`src/rtl/serial_ripple_sub.sv`:
```
// Bit-serial ripple-borrow subtractor: res = a - b - bin, one bit per clock, LSB first.
// Optional signed-overflow output is enabled by defining SUB_OVF_EN.
module serial_ripple_sub #(
    parameter int WIDTH = 8
) (
    input  logic               clk,
    input  logic               rst_n,
    input  logic               in_valid,
    output logic               in_ready,
    input  logic [WIDTH-1:0]   a,
    input  logic [WIDTH-1:0]   b,
    input  logic               bin,
    output logic               out_valid,
    input  logic               out_ready,
    output logic [2*WIDTH-1:0] res
`ifdef SUB_OVF_EN
   ,output logic               ovf
`endif
);

    localparam int IW = $clog2(WIDTH);

    typedef enum logic [1:0] {IDLE, RUN, DONE} state_t;

    state_t           state;
    state_t           state_nxt;
    logic [WIDTH-1:0] a_q;
    logic [WIDTH-1:0] b_q;
    logic             bin_q;
    logic [WIDTH-1:0] diff_q;
    logic [WIDTH-1:0] brw_q;
    logic [WIDTH-1:0] diff_nxt;
    logic [WIDTH-1:0] brw_nxt;
    logic [IW-1:0]    idx;
    logic             last;
    logic             br;
    logic             ai;
    logic             bi;

    assign last      = (idx == IW'(WIDTH-1));
    assign in_ready  = (state == IDLE);
    assign out_valid = (state == DONE);

    always_ff @(posedge clk or negedge rst_n) begin
        if (!rst_n)
            state <= IDLE;
        else
            state <= state_nxt;
    end

    always_comb begin
        state_nxt = state;
        case (state)
            IDLE:    if (in_valid)  state_nxt = RUN;
            RUN:     if (last)      state_nxt = DONE;
            DONE:    if (out_ready) state_nxt = IDLE;
            default:                state_nxt = IDLE;
        endcase
    end

    // One full-subtractor cell applied to bit idx; the borrow chain lives in brw_q.
    always_comb begin
        diff_nxt      = diff_q;
        brw_nxt       = brw_q;
        ai            = a_q[idx];
        bi            = b_q[idx];
        br            = (idx == '0) ? bin_q : brw_q[idx - IW'(1)];
        diff_nxt[idx] = ai ^ bi ^ br;
        brw_nxt[idx]  = (~ai & bi) | (~(ai ^ bi) & br);
    end

    always_ff @(posedge clk or negedge rst_n) begin
        if (!rst_n) begin
            a_q    <= '0;
            b_q    <= '0;
            bin_q  <= 1'b0;
            diff_q <= '0;
            brw_q  <= '0;
            idx    <= '0;
            res    <= '0;
`ifdef SUB_OVF_EN
            ovf    <= 1'b0;
`endif
        end else begin
            case (state)
                IDLE: begin
                    if (in_valid) begin
                        a_q    <= a;
                        b_q    <= b;
                        bin_q  <= bin;
                        diff_q <= '0;
                        brw_q  <= '0;
                        idx    <= '0;
                    end
                end
                RUN: begin
                    diff_q <= diff_nxt;
                    brw_q  <= brw_nxt;
                    idx    <= last ? '0 : idx + IW'(1);
                    // The result register only moves on the final bit, so no partial value is visible.
                    if (last) begin
                        res <= {brw_nxt[WIDTH-1], diff_nxt, brw_nxt[WIDTH-2:0]};
`ifdef SUB_OVF_EN
                        ovf <= brw_nxt[WIDTH-1] ^ brw_nxt[WIDTH-2];
`endif
                    end
                end
                default: ;
            endcase
        end
    end

endmodule

```
`config.mk`:
```
export PLATFORM = sky130hd
export DESIGN_NAME = serial_ripple_sub
export DESIGN_NICKNAME = d
export VERILOG_FILES = /design/src/rtl/serial_ripple_sub.sv
export SDC_FILE = /design/constraint.sdc
export NUM_CORES = 1
export LEC_CHECK = 0
export ABC_CLOCK_PERIOD_IN_PS = 2700
export CORE_AREA = 2 2 77 79
export CTS_CLUSTER_SIZE = 30
export DETAILED_ROUTE_END_ITERATION = 10
export DIE_AREA = 0 0 79 81
export PLACE_DENSITY = 0.76
export SLEW_MARGIN = 10
export SYNTH_ARGS = -nofsm -noshare
export SYNTH_HDL_FRONTEND = slang
export SYNTH_SLANG_ARGS = --single-unit
```
`constraint.sdc`:
```
create_clock -name clk -period 2.7 [get_ports clk]
set_input_delay 0.405 -clock clk [delete_from_list [all_inputs] [get_ports clk]]
set_output_delay 0.405 -clock clk [all_outputs]
set_load 0.005 [all_outputs]
```
==> metrics.yaml <==
synth_edf_count: 0
p_leak_nw: 1.389
grt_pass1_wl_um: 8597
fp.dieW_um: 79
root_buffer: "clkbuf_8"
pin_count: 39
slew_headroom_pct: 53.38
synth_top_area_share_pct: 51.80
tns_ns: 0
yosysWarnings: 0
dieArea_um2: 6399
drive_gt1_share_pct: 16.61
grt_usage_pct: 17.18
gp_congestion: 0.8376
vias: 1813
drc: 0
fmaxAchievable_mhz: 400.8
wl_per_cell_um: 13.97
synthDistinctLibCells: 35
p_total_mw: 3.909
rsz0062_at_grt: "false"
start_util_pct: 45.97
io_buffers: 38
dp_hpwl_um: 3677
setup-violations-final: 0
hold_viol: 3
worstRegToRegCells: 6
synth_area_leaders: "dfrtp_1 (52%), mux2_2 (7.3%), mux2i_1 (7.3%), o21ai_0 (3.8%), nand2_1 (3.6%)"
grt_overflow: 0
wl_um: 4833
syn_inst: 229
startpoint_type: "register"
cts.path.max_buffers: 2
arrival_ns: 2.72
seq_area_um2: 1353
timing.hold.ws_ns: -0.001258
ff2ff_setup_slack_ns: 0.20
finalCriticalPeriod_ns: 2.495
violations: "negative hold slack"
clock_latency_ns: 0.31
grt_pass1_vias: 1817
antenna_left: 0
synthesis.area_um2: 2609
antenna-diode-count: 0
synth_top_area_cell: "dfrtp_1"
path_clk_slew_ns: 0.09
status: "finished, violations left"
drt_first_iter_violations: 131
min_period_over_period_pct: 92.41
nets: 297
rows: 28
crit_type: "reg2reg"
grt_max_degree: 34
cts_tree: "built"
fill_cells: 495
via_per_inst: 5.240
fin_skew_ns: 0.009293
synthArstFlopShare_pct: 100.0
r2r-end: "diff_q[7]$_DFFE_PN0P_"
p_per_area_nw_per_um2: 1219
finalMaxSlewViolations: 0
r2r_start: "idx[2]$_DFFE_PN0P_"
peakVddDrop_mv: 0.5765
max_cap_violations: 0
min_path_type: "in2async"
synth_ff_type: "dfrtp_1"
endpoint_kind: "register"
syn_nets: 255
cts_buffers: 5
firstDrtPassIters: 4
multi_input_area_um2: 1147
worst_slew_pin_slew_ns: 0.6978
critical_path.max_fanout: 12
syn_avg_cell_area_um2: 11.39
die_h_um: 81
area_delta_synth_final_pct: 22.88
htreeDepth: 2
design.core.area_um2: 5675
antenna_found_initial: 0
cts.sinks: 54
required_ns: 2.93
yosysSeqAreaShare_pct: 51.80
synth_seq_cells: 54
power breakdown:
group          switching (mW)  internal (mW)
Clock                   0.248          0.297
Combinational            1.05          0.967
Sequential              0.210           1.13
Total                    1.51           2.40
state kept, by name (all words and copies together), names as in the netlist:
signal  cells
bin_q       1
diff_q      8
b_q         8
brw_q       8
idx         3
state       2
res        16
a_q         8
worst max path at each step:
stage | slack, ns | depth (start not counted) | from | endpoint
floorplan | 0.04 | 11 | idx[0]$_DFFE_PN0P_ | brw_q[0]$_DFFE_PN0P_
global placement | 0.19 | 6 | idx[2]$_DFFE_PN0P_ | diff_q[7]$_DFFE_PN0P_
detailed placement | 0.07 | 6 | idx[2]$_DFFE_PN0P_ | diff_q[5]$_DFFE_PN0P_
CTS | 0.09 | 6 | idx[2]$_DFFE_PN0P_ | diff_q[5]$_DFFE_PN0P_
global route | 0.02 | 8 | idx[0]$_DFFE_PN0P_ | res[8]$_DFFE_PN0P_
finish | 0.20 | 6 | idx[2]$_DFFE_PN0P_ | diff_q[7]$_DFFE_PN0P_
synthesized netlist by cell type, types with 2 or more instances:
cell / count
and2_1: 2
o21ai_0: 20
o21bai_1: 2
nor3b_2: 2
a21oi_1: 6
mux2i_1: 19
inv_1: 11
o21ai_1: 4
clkbuf_1: 4
buf_2: 7
o22ai_1: 8
nand3b_1: 8
o31ai_1: 2
a22o_1: 8
nand2b_1: 2
buf_4: 2
nor2_1: 3
nor3_1: 2
mux2_2: 17
mux4_2: 3
dfrtp_1: 54
nand2_1: 25
nand3_1: 2
ha_1: 4
nor2b_1: 2
timing repair:
action | CTS | global route
gates resized for setup | 0 | 2
setup endpoints to repair | 0 | 10
buffers inserted | 0 | 0
hold buffers | 0 | 0
per-layer routing:
layer | global-route usage, % | share of wire, % | wire length, um | up-vias
li1 | - | - | - | 905
met1 | 22.79 | 47 | 2269 | 864
met2 | 28.39 | 48 | 2296 | 36
met3 | 3.667 | 3.9 | 187 | 8
met4 | 5.517 | 1.7 | 80 | 0
met5 | 0 | 0 | 0 | -
cell usage in the layout, fill, tap and decap left out, drive strengths merged, types with 8 or more instances in the layout:
cell and n:
inv 11, a22o 8, nand2 25, buf 11, nand3b 8, o22ai 8
mux2 17, dfrtp 54, o21ai 24, mux2i 19, clkdlybuf4s50 37
worst max-delay path: stages, from the launching register on:
cell and delay, ns:
dfrtp_2 0.49, mux4_2 0.52, a221oi_1 0.40, fa_1 0.51, clkinvlp_4 0.17, nand2_1 0.12
o22ai_1 0.21
per-stage QoR:
stage               worst slack, ns  std cells  util, %  area [um^2]
floorplan                   0.03666        229        -         2609
global route                0.02285        346    56.48         3206
CTS                         0.08516        346    56.39         3201
detailed placement          0.07306        339    54.41         3088
global placement             0.1853        339    54.41         3088
finish                       0.2048        346    56.48         3206
cells by family after synthesis:
group,count (synthesis),synth area share (%)
simple gates,52,11.13
buf+inv,25,4.220
fa+ha+maj,5,2.686
flops,54,51.80
compound gates,54,12.95
mux,39,17.22
final cells by class:
type | count | area share (%)
flip-flops and latches | 54 | 42.19
multi-input cells | 150 | 35.79
repair buffers | 48 | 14.05
well taps | 75 | 2.927
clock buffers | 6 | 2.576
inverters | 12 | 1.522
clock inverters | 1 | 0.9368
No activity file was read; power rests on OpenSTA's default activity.
